**config.mk**
```make
export PLATFORM = sky130hd
export DESIGN_NAME = imm_decode_stage_flat
export DESIGN_NICKNAME = d
export VERILOG_FILES = /design/src/rtl/imm_decode_pkg.sv /design/src/rtl/imm_decode_stage_if.sv /design/src/rtl/imm_gen.sv /design/src/rtl/imm_decode_stage.sv /design/src/flat_wrapper.sv
export SDC_FILE = /design/constraint.sdc
export NUM_CORES = 1
export LEC_CHECK = 0
export BUFFER_PORTS_ARGS = -buffer_cell sky130_fd_sc_hd__buf_2
export CORE_ASPECT_RATIO = 1.75
export CORE_MARGIN = 8
export CORE_UTILIZATION = 50
export CTS_CLUSTER_DIAMETER = 80
export DETAILED_ROUTE_END_ITERATION = 10
export PLACE_DENSITY = 0.79
export SLEW_MARGIN = 15
export SYNTH_ARGS = -nofsm -noshare
export SYNTH_HDL_FRONTEND = slang
export SYNTH_SLANG_ARGS = --single-unit
export TNS_END_PERCENT = 5
```
**constraint.sdc**
```tcl
create_clock -name clk -period 2.65 [get_ports clk]
set_input_delay 0.53 -clock clk [delete_from_list [all_inputs] [get_ports clk]]
set_output_delay 0.53 -clock clk [all_outputs]
set_load 0.02 [all_outputs]
```
**src/rtl/imm_decode_pkg.sv**
```systemverilog
// rtl/imm_decode_pkg.sv - opcodes, format codes and entry type for the immediate decode stage
package imm_decode_pkg;

  localparam logic [6:0] OPC_LOAD      = 7'b0000011;
  localparam logic [6:0] OPC_MISC_MEM  = 7'b0001111;
  localparam logic [6:0] OPC_OP_IMM    = 7'b0010011;
  localparam logic [6:0] OPC_AUIPC     = 7'b0010111;
  localparam logic [6:0] OPC_OP_IMM_32 = 7'b0011011;
  localparam logic [6:0] OPC_STORE     = 7'b0100011;
  localparam logic [6:0] OPC_OP        = 7'b0110011;
  localparam logic [6:0] OPC_LUI       = 7'b0110111;
  localparam logic [6:0] OPC_OP_32     = 7'b0111011;
  localparam logic [6:0] OPC_BRANCH    = 7'b1100011;
  localparam logic [6:0] OPC_JALR      = 7'b1100111;
  localparam logic [6:0] OPC_JAL       = 7'b1101111;
  localparam logic [6:0] OPC_SYSTEM    = 7'b1110011;

  localparam int MAX_XLEN = 64;

  typedef enum logic [2:0] {
    FMT_R   = 3'd0,
    FMT_I   = 3'd1,
    FMT_S   = 3'd2,
    FMT_B   = 3'd3,
    FMT_U   = 3'd4,
    FMT_J   = 3'd5,
    FMT_ILL = 3'd7
  } fmt_e;

  // Sized for the widest supported datapath; narrower builds leave the top bits zero.
  typedef struct packed {
    logic [MAX_XLEN-1:0] imm;
    fmt_e                fmt;
    logic [4:0]          rd;
    logic [4:0]          rs1;
    logic [4:0]          rs2;
    logic [MAX_XLEN-1:0] pc;
    logic                illegal;
  } entry_t;

endpackage

```
**src/rtl/imm_decode_stage_if.sv**
```systemverilog
// rtl/imm_decode_stage_if.sv - upstream/downstream handshake bundle of the immediate decode stage
interface imm_decode_stage_if #(
  parameter int XLEN = 32
);
  logic            in_valid;
  logic            in_ready;
  logic [31:0]     in_instr;
  logic [XLEN-1:0] in_pc;
  logic            out_valid;
  logic            out_ready;
  logic [XLEN-1:0] out_imm;
  logic [2:0]      out_fmt;
  logic [4:0]      out_rd;
  logic [4:0]      out_rs1;
  logic [4:0]      out_rs2;
  logic [XLEN-1:0] out_pc;
  logic            out_illegal;

  modport master (
    output in_valid, in_instr, in_pc, out_ready,
    input  in_ready, out_valid, out_imm, out_fmt, out_rd, out_rs1, out_rs2, out_pc, out_illegal
  );

  modport slave (
    input  in_valid, in_instr, in_pc, out_ready,
    output in_ready, out_valid, out_imm, out_fmt, out_rd, out_rs1, out_rs2, out_pc, out_illegal
  );
endinterface

```
**src/rtl/imm_gen.sv**
```systemverilog
// rtl/imm_gen.sv - combinational opcode classification and immediate extraction
module imm_gen
  import imm_decode_pkg::*;
#(
  parameter int XLEN = 32
) (
  input  logic [31:0]     instr,
  output logic [XLEN-1:0] imm,
  output fmt_e            fmt,
  output logic            illegal
);

  localparam bit RV64 = (XLEN == 64);

  logic [6:0]  opcode;
  logic [2:0]  funct3;
  logic        is_shift;
  logic [31:0] raw;
  logic [31:0] i_imm;

  assign opcode   = instr[6:0];
  assign funct3   = instr[14:12];
  assign is_shift = (funct3 == 3'b001) || (funct3 == 3'b101);
  assign i_imm    = {{20{instr[31]}}, instr[31:20]};

  // Classify the format and build the 32-bit immediate, already sign-filled up to bit 31
  always_comb begin
    fmt = FMT_ILL;
    raw = '0;
    if (instr[1:0] == 2'b11) begin
      case (opcode)
        OPC_OP_IMM: begin
          if (!is_shift) begin
            fmt = FMT_I;
            raw = i_imm;
          end else if (RV64) begin
            fmt = FMT_I;
            raw = {26'b0, instr[25:20]};
          end else if (!instr[25]) begin
            // shamt[5] set cannot be encoded on a 32-bit datapath
            fmt = FMT_I;
            raw = {27'b0, instr[24:20]};
          end
        end
        OPC_OP_IMM_32: begin
          if (RV64) begin
            fmt = FMT_I;
            raw = is_shift ? {27'b0, instr[24:20]} : i_imm;
          end
        end
        OPC_LOAD, OPC_JALR, OPC_MISC_MEM, OPC_SYSTEM: begin
          fmt = FMT_I;
          raw = i_imm;
        end
        OPC_STORE: begin
          fmt = FMT_S;
          raw = {{20{instr[31]}}, instr[31:25], instr[11:7]};
        end
        OPC_BRANCH: begin
          fmt = FMT_B;
          raw = {{19{instr[31]}}, instr[31], instr[7], instr[30:25], instr[11:8], 1'b0};
        end
        OPC_LUI, OPC_AUIPC: begin
          fmt = FMT_U;
          raw = {instr[31:12], 12'b0};
        end
        OPC_JAL: begin
          fmt = FMT_J;
          raw = {{11{instr[31]}}, instr[31], instr[19:12], instr[20], instr[30:21], 1'b0};
        end
        OPC_OP: begin
          fmt = FMT_R;
        end
        OPC_OP_32: begin
          if (RV64) fmt = FMT_R;
        end
        default: begin
          fmt = FMT_ILL;
        end
      endcase
    end
  end

  assign illegal = (fmt == FMT_ILL);

  if (RV64) begin : g_wide
    assign imm = {{(XLEN-32){raw[31]}}, raw};
  end else begin : g_narrow
    assign imm = raw;
  end

endmodule

```
**src/rtl/imm_decode_stage.sv**
```systemverilog
// rtl/imm_decode_stage.sv - registered immediate decode stage with two-entry skid buffer and flush
module imm_decode_stage
  import imm_decode_pkg::*;
#(
  parameter int XLEN = 32
) (
  input  logic               clk,
  input  logic               rst_n,
  input  logic               flush,
  imm_decode_stage_if.slave  bus
);

  entry_t          out_q;
  entry_t          skid_q;
  entry_t          dec_e;
  logic            out_valid_q;
  logic            skid_valid_q;
  logic [XLEN-1:0] dec_imm;
  fmt_e            dec_fmt;
  logic            dec_illegal;
  logic            accept;
  logic            pop;

  imm_gen #(.XLEN(XLEN)) u_imm_gen (
    .instr   (bus.in_instr),
    .imm     (dec_imm),
    .fmt     (dec_fmt),
    .illegal (dec_illegal)
  );

  // Pack the decoded instruction into a full-width entry
  always_comb begin
    dec_e                = '0;
    dec_e.imm[XLEN-1:0]  = dec_imm;
    dec_e.fmt            = dec_fmt;
    dec_e.rd             = bus.in_instr[11:7];
    dec_e.rs1            = bus.in_instr[19:15];
    dec_e.rs2            = bus.in_instr[24:20];
    dec_e.pc[XLEN-1:0]   = bus.in_pc;
    dec_e.illegal        = dec_illegal;
  end

  assign bus.in_ready = !skid_valid_q;
  assign accept       = bus.in_valid && bus.in_ready;
  assign pop          = out_valid_q && bus.out_ready;

  // Output and skid registers: flush wins over pop/accept, order is strictly FIFO
  always_ff @(posedge clk or negedge rst_n) begin
    if (!rst_n) begin
      out_valid_q  <= 1'b0;
      skid_valid_q <= 1'b0;
      out_q        <= '0;
      skid_q       <= '0;
    end else if (flush) begin
      out_valid_q  <= 1'b0;
      skid_valid_q <= 1'b0;
    end else if (accept) begin
      // accept implies the skid is empty, so nothing older needs to move first
      if (!out_valid_q || pop) begin
        out_q       <= dec_e;
        out_valid_q <= 1'b1;
      end else begin
        skid_q       <= dec_e;
        skid_valid_q <= 1'b1;
      end
    end else if (pop) begin
      if (skid_valid_q) begin
        out_q        <= skid_q;
        skid_valid_q <= 1'b0;
      end else begin
        out_valid_q <= 1'b0;
      end
    end
  end

  assign bus.out_valid   = out_valid_q;
  assign bus.out_imm     = out_q.imm[XLEN-1:0];
  assign bus.out_fmt     = out_q.fmt;
  assign bus.out_rd      = out_q.rd;
  assign bus.out_rs1     = out_q.rs1;
  assign bus.out_rs2     = out_q.rs2;
  assign bus.out_pc      = out_q.pc[XLEN-1:0];
  assign bus.out_illegal = out_q.illegal;

  if (XLEN < MAX_XLEN) begin : g_pad
    logic unused_pad;
    assign unused_pad = ^{out_q.imm[MAX_XLEN-1:XLEN], out_q.pc[MAX_XLEN-1:XLEN]};
  end

endmodule

```
**src/flat_wrapper.sv**
```systemverilog
// flat-port wrapper written by rule: the top's interface ports become plain ports
module imm_decode_stage_flat import imm_decode_pkg::*;
#(
  parameter int XLEN = 32
)
  (clk, rst_n, flush, bus_in_valid, bus_in_instr, bus_in_pc, bus_out_ready, bus_in_ready, bus_out_valid, bus_out_imm, bus_out_fmt, bus_out_rd, bus_out_rs1, bus_out_rs2, bus_out_pc, bus_out_illegal);
  imm_decode_stage_if #(.XLEN(XLEN)) bus_i ();
  input  logic clk;
  input  logic rst_n;
  input  logic flush;
  input wire logic [$bits(bus_i.in_valid)-1:0] bus_in_valid;
  input wire logic [$bits(bus_i.in_instr)-1:0] bus_in_instr;
  input wire logic [$bits(bus_i.in_pc)-1:0] bus_in_pc;
  input wire logic [$bits(bus_i.out_ready)-1:0] bus_out_ready;
  output wire logic [$bits(bus_i.in_ready)-1:0] bus_in_ready;
  output wire logic [$bits(bus_i.out_valid)-1:0] bus_out_valid;
  output wire logic [$bits(bus_i.out_imm)-1:0] bus_out_imm;
  output wire logic [$bits(bus_i.out_fmt)-1:0] bus_out_fmt;
  output wire logic [$bits(bus_i.out_rd)-1:0] bus_out_rd;
  output wire logic [$bits(bus_i.out_rs1)-1:0] bus_out_rs1;
  output wire logic [$bits(bus_i.out_rs2)-1:0] bus_out_rs2;
  output wire logic [$bits(bus_i.out_pc)-1:0] bus_out_pc;
  output wire logic [$bits(bus_i.out_illegal)-1:0] bus_out_illegal;
  assign bus_i.in_valid = bus_in_valid;
  assign bus_i.in_instr = bus_in_instr;
  assign bus_i.in_pc = bus_in_pc;
  assign bus_i.out_ready = bus_out_ready;
  assign bus_in_ready = bus_i.in_ready;
  assign bus_out_valid = bus_i.out_valid;
  assign bus_out_imm = bus_i.out_imm;
  assign bus_out_fmt = bus_i.out_fmt;
  assign bus_out_rd = bus_i.out_rd;
  assign bus_out_rs1 = bus_i.out_rs1;
  assign bus_out_rs2 = bus_i.out_rs2;
  assign bus_out_pc = bus_i.out_pc;
  assign bus_out_illegal = bus_i.out_illegal;
  imm_decode_stage #(.XLEN(XLEN)) u_core (.clk(clk), .rst_n(rst_n), .flush(flush), .bus(bus_i));
endmodule
```
### Yosys cells after proc, flatten, opt, wreduce, memory -nomap -nowiden

Cells that the tools add are included.

* equality and inequality tests: 19
* muxes and demuxes: 21
* bitwise logic cells: 2
* reductions and logical operators: 15

Operators by type and width (count)
* $mux 115: 4
* $pmux 32 s6: 1
* $mux 32: 2
* $eq 7x7->1 const B: 4
* $eq 7x6->1 const B: 3
* $pmux 3 s7: 1
* $eq 7x5->1 const B: 2
* $mux 1: 9
* $mux 3: 3
* $ne 3x3->1 const B: 3
* $eq 7x2->1 const B: 1
* $eq 7x4->1 const B: 1
* $eq 3x3->1 const B: 2
* $reduce_and 3->1: 2
* $mux 5: 1
* $reduce_and 4->1: 1
* $reduce_bool 2->1: 2
* $reduce_or 4->1: 1
* $eq 3x1->1 const B: 1
* $reduce_bool 3->1: 1
* $eq 2x2->1 const B: 1
* $logic_and 1x1->1: 2
* $logic_not 1->1: 2
* $logic_or 1x1->1: 2
* 4 further kinds: 5

* register bits after elaboration: 168
* input bits: 69
* word-level logic and storage cells: 73

### Logic depth before layout (Yosys ltp)

* depth after elaboration: 8
* mapped depth: 9
* mapped depth without buffers: 5

### Cells and area by module

A second synthesis with hierarchy kept.

* cell total of the unflattened synthesis: 589
* area, all modules: 8195.4 um^2

Modules (own cells, without submodules)
* imm_decode_stage: instances 1, cells an instance 455, area an instance 7395.8 um^2, sequential area each 4204.0 um^2
* imm_gen: instances 1, cells an instance 134, area an instance 799.5 um^2, sequential area each 0.0 um^2

### Worst setup path after synthesis

No wires, ideal clock.

* path kind: input to register
* from: input bus_in_instr[6]
* to: register u_core.out_q (netlist bit u_core.bus.out_imm[10])
* setup time: 126 ps
* arrival: 1885 ps
* path slack: 639 ps
* cell stages on the path: 6
* path through: buf_2 -> nor3_1 -> a31o_1 -> a211o_4 -> o211a_4 -> a221o_1

* cells in the longest elaborated chain, start to end: 6
* elaborated cells between the ends (all ways): 16
* those cells by class: eq/ne (10); mux (4); reduce/logical (2)

Ends and longest elaborated chain
* from (decl): RTL line flat_wrapper.sv:12 `input wire logic [$bits(bus_i.in_instr)-1:0] bus_in_instr;`
* $eq 7x2->1, or another cell as far along: RTL line imm_gen.sv:31 `case (opcode)`
* $reduce_or 4->1 / $reduce_or 2->1 (equally long branches): RTL line imm_gen.sv:31
* $pmux 32 s6 (*): RTL line imm_gen.sv:31
* $mux 32 (*): RTL line imm_gen.sv:30 `if (instr[1:0] == 2'b11) begin`
* $mux 115 (*): RTL line imm_decode_stage.sv:59 `if (!out_valid_q || pop) begin`
* $mux 115 (*): RTL line imm_decode_stage.sv:57 `end else if (accept) begin`
* to (signal assigned): RTL line imm_decode_stage.sv:68 `out_q <= skid_q;`
* to (decl): RTL line imm_decode_stage.sv:13 `entry_t out_q;`

Every way passes the cells marked *; elsewhere a longest branch is shown, timed or not. The select of a mux whose other input is x is not followed.
A chain may end at the register's enable or synchronous reset.

### Final worst setup path

* from: register u_core.skid_valid_q
* to: register u_core.out_q (netlist bit u_core.bus.out_pc[24])

* cells in the longest elaborated chain, start to end: 4
* elaborated cells between the ends (all ways): 7
* those cells by class: eq/ne (1); mux (1); reduce/logical (5)

Ends and longest elaborated chain
* from (decl): RTL line imm_decode_stage.sv:17 `logic skid_valid_q;`
* from (signal assigned): RTL line imm_decode_stage.sv:51 `skid_valid_q <= 1'b0;`
* from (signal assigned): RTL line imm_decode_stage.sv:56 `skid_valid_q <= 1'b0;`
* from (signal assigned): RTL line imm_decode_stage.sv:64 `skid_valid_q <= 1'b1;`
* $logic_not 1->1: RTL line imm_decode_stage.sv:43 `assign bus.in_ready = !skid_valid_q;`
* $logic_and 1x1->1: RTL line imm_decode_stage.sv:44 `assign accept = bus.in_valid && bus.in_ready;`
* $ne 2x2->1 (no source line) / $reduce_bool 2->1 (equally long branches)
* $reduce_and 4->1 (no source line)

Parallel ways exist; a longest one is shown, timed or not.

==> results.yml <==
setup_path:
  crit_arrival_ns: 2.44
  path_class: "reg -> reg"
  crit_slowest_cell: "dfrtp_1"
  end_kind: "flop"
  reg2reg_from: "u_core.skid_valid_q"
  reg2reg_to: "u_core.bus.out_pc[24]"
  required_ns: 2.99
  rrSetupSlack_ns: 0.56
  r2r_cells: 6
  crit_chain: "nand2b_2 > a211oi_4 > buf_12 > buf_4 > nor2_1 > a31oi_1"
  critical_path.max_fanout: 103
  startpoint_type: "flop"
  max_stage_delay_ns: 0.45
logic_synthesis:
  synth_cell_types: 45
  synthCells: 835
  synth_top_area_share_pct: 56.6
  synth_edf_count: 0
  synthFlopType: "dfrtp_1"
  synth_top_area_cell: "dfrtp_1"
  syn_area_um2: 7430
  yosysWarnings: 0
  avgSynthCellArea_um2: 8.89
  synth-seq-cells: 168
  synthTopCellsByArea: "dfrtp_1 57%, nand2_1 15%, a31oi_1 6.6%, nor2_1 3.8%, o21ai_0 3.4%"
  synth_async_sr_flop_share_pct: 100
  yosysSeqAreaShare_pct: 56.6
  syn_nets: 904
route:
  routed_via_density: 5.56
  dr_wl_met3_um: 1260
  highest_layer: "met4"
  drcViolationCount: 0
  first_pass_iters: 5
  wirelength_um: 20600
  wl_met2_um: 10700
  wl_per_cell_um: 17.7
  drt-met1-wl_um: 8020
  drt_iter0_drc: 432
  vias: 6485
  postRouteAntennaNets: 0
global_routing:
  grt_overflow: 0
  grt_max_degree: 104
  first_global_vias: 6458
  grt_util_all_layers_pct: 22.0
  antenna_found_initial: 1
  grt_pass1_wl_um: 33200
timing:
  setup_violations: 0
  maxSlewHeadroom_pct: 56.3
  fin_hold_ws_ns: 0.0634
  fmax_ghz: 0.478
  timing.final.crit_share_pct: 78.9
  clock_skew_ns: 0.00953
  min_period_ns: 2.09
  rsz0062_at_grt: "no"
  worstMarginPinSlew_ns: 0.655
  final_hold_viol_count: 0
  slew_violations: 0
  setup_tns_ns: 0
clocking:
  htreeDepth: 4
  clock-root-buffer: "clkbuf_16"
  clkSlewWorstSetupHoldPaths_ns: 0.07
  cts_hold_buf: 0
  cts_setup_buffers: 0
  clock_latency_ns: 0.42
  cts_buffer_depth: 2
  cts_sinks: 168
  cts_buffers: 17
  cts_resized: 0
  cts_tree: "yes"
layout:
  fin_util_pct: 61.3
  multi_input_area_um2: 2970
  final-seq-area_um2: 4200
  syn2layout_area_growth_pct: 21.3
  fillerInstances: 1297
  layout-drive-gt1-share_pct: 22.8
  nets: 1038
power:
  switching_share_pct: 32.0
  power.static_leakage_nw: 4.32
  clkPwrFrac_pct: 33.0
  p_int_mw: 5.11
  p_comb_share_pct: 21.6
  seqPwrFrac_pct: 45.4
  power_density_nw_per_um2: 834
  ir_drop_mv: 0.468
  p_sw_mw: 2.40
die:
  coreArea_um2: 14700
  die_width_um: 108
  die_y_um: 177
  start_util_pct: 50.6
  die_area_um2: 19200
  rows: 59
  io_pins: 154
job:
  maxCapViolCount: 0
min_path:
  hold_path_class: "in -> async"
placed_design:
  port_buffers: 153
  hpwl_um: 13700
  gp_congestion: 0.834
status:
  status: "finished clean"
[worst max path at each step]
| stage | slack, ns | start | to |
|---|---|---|---|
| 2_1_floorplan | 0.64 | bus_in_instr[6] | u_core.bus.out_imm[10] |
| 3_3_place_gp | 0.42 | bus_in_instr[2] | u_core.bus.out_imm[14] |
| 3_5_place_dp | 0.33 | bus_in_instr[2] | u_core.bus.out_imm[18] |
| 4_1_cts | 0.58 | u_core.skid_valid_q | u_core.bus.out_pc[24] |
| 5_1_grt | 0.40 | u_core.skid_valid_q | u_core.bus.out_pc[18] |
| 6_report | 0.56 | u_core.skid_valid_q | u_core.bus.out_pc[24] |
[per-stage QoR]
| stage | worst slack (ns) | instance area (um^2) | std cells | power, mW |
|---|---|---|---|---|
| floorplan | 0.639 | 7430 | 835 | 4.41 |
| global placement | 0.419 | 8420 | 1133 | 5.04 |
| detailed placement | 0.333 | 8420 | 1133 | 5.10 |
| CTS | 0.581 | 9010 | 1165 | 7.58 |
| global route | 0.395 | 9010 | 1166 | 7.91 |
| finish | 0.559 | 9010 | 1166 | 7.52 |
[sequential cells by signal, indices dropped and copies added (netlist names)]
register / flops
u_core.bus.out_imm: 32
u_core.bus.out_fmt: 3
u_core.bus.out_valid: 1
u_core.bus.out_pc: 32
u_core.bus.out_illegal: 1
u_core.bus.out_rs2: 5
u_core.bus.out_rs1: 5
u_core.skid_valid_q: 1
u_core.skid_q: 83
u_core.bus.out_rd: 5
[logic make-up after synthesis]
kind of cell	Yosys count	share of synthesized area, %
and+or+nand+nor	422	23.1
AOI/OAI and AO/OA	174	15.3
DFF	168	56.6
buffers and inverters	62	3.71
muxes	8	1.21
xor gates and xnor gates	1	0.118
[cell usage in the layout (no fill, tap or decap), types with 2 or more instances in the layout]
cell type and n:
a221o_1 6, clkinvlp_4 2, nor2b_1 2, bufinv_16 2, nand2_1 296, and3_1 9
nor2_1 75, a21oi_1 15, a31oi_1 78, dfrtp_1 168, o21ai_0 50, or3_1 20
nor3_1 5, clkbuf_16 17, nand2b_1 3, clkinv_4 2, buf_12 6, buf_4 14
clkbuf_1 2, or2_2 2, buf_2 152, inv_8 2, a2bb2oi_1 7, mux2_2 8
inv_1 4, a211oi_1 3, inv_6 5
[synth_stat cells (5+ instances only)]
cell	n
a31oi_1	78
clkbuf_1	37
or3_1	20
dfrtp_1	168
mux2_2	8
buf_2	16
nor3_1	5
a21oi_1	15
a2bb2oi_1	7
nand2_1	297
a221o_1	6
o21ai_0	50
and3_1	9
nor2_1	75
[worst max-delay path: cells and delay by family (launching register included)]
family / cells / cell delay [ns]
compound gates: 2 / 0.45
simple gates: 2 / 0.32
flops: 1 / 0.45
buf+inv: 2 / 0.71
[routing by layer]
layer | track usage [%] | vias up
met5 | 0 | -
met3 | 3.94 | 35
met2 | 36.3 | 237
met4 | 11.4 | 0
met1 | 26.6 | 3127
li1 | - | 3086
[final cells by class]
cell class,count,area share [%]
Timing Repair Buffer,173,11.1
Multi-Input combinational cell,605,33.0
Clock inverter,13,1.76
Inverter,4,0.167
Tap cell,183,2.54
Sequential cell,168,46.7
Antenna cell,1,0.0278
Clock buffer,19,4.80
[power groups by stage]
stage | clock, mW | combinational (mW) | sequential [mW]
CTS | 2.52 | 1.65 | 3.41
global placement | 0 | 1.60 | 3.43
detailed placement | 0 | 1.64 | 3.45
global route | 2.62 | 1.81 | 3.47
finish | 2.48 | 1.62 | 3.41
floorplan | 0 | 0.688 | 3.72
Power figures use the tool's default switching activity.
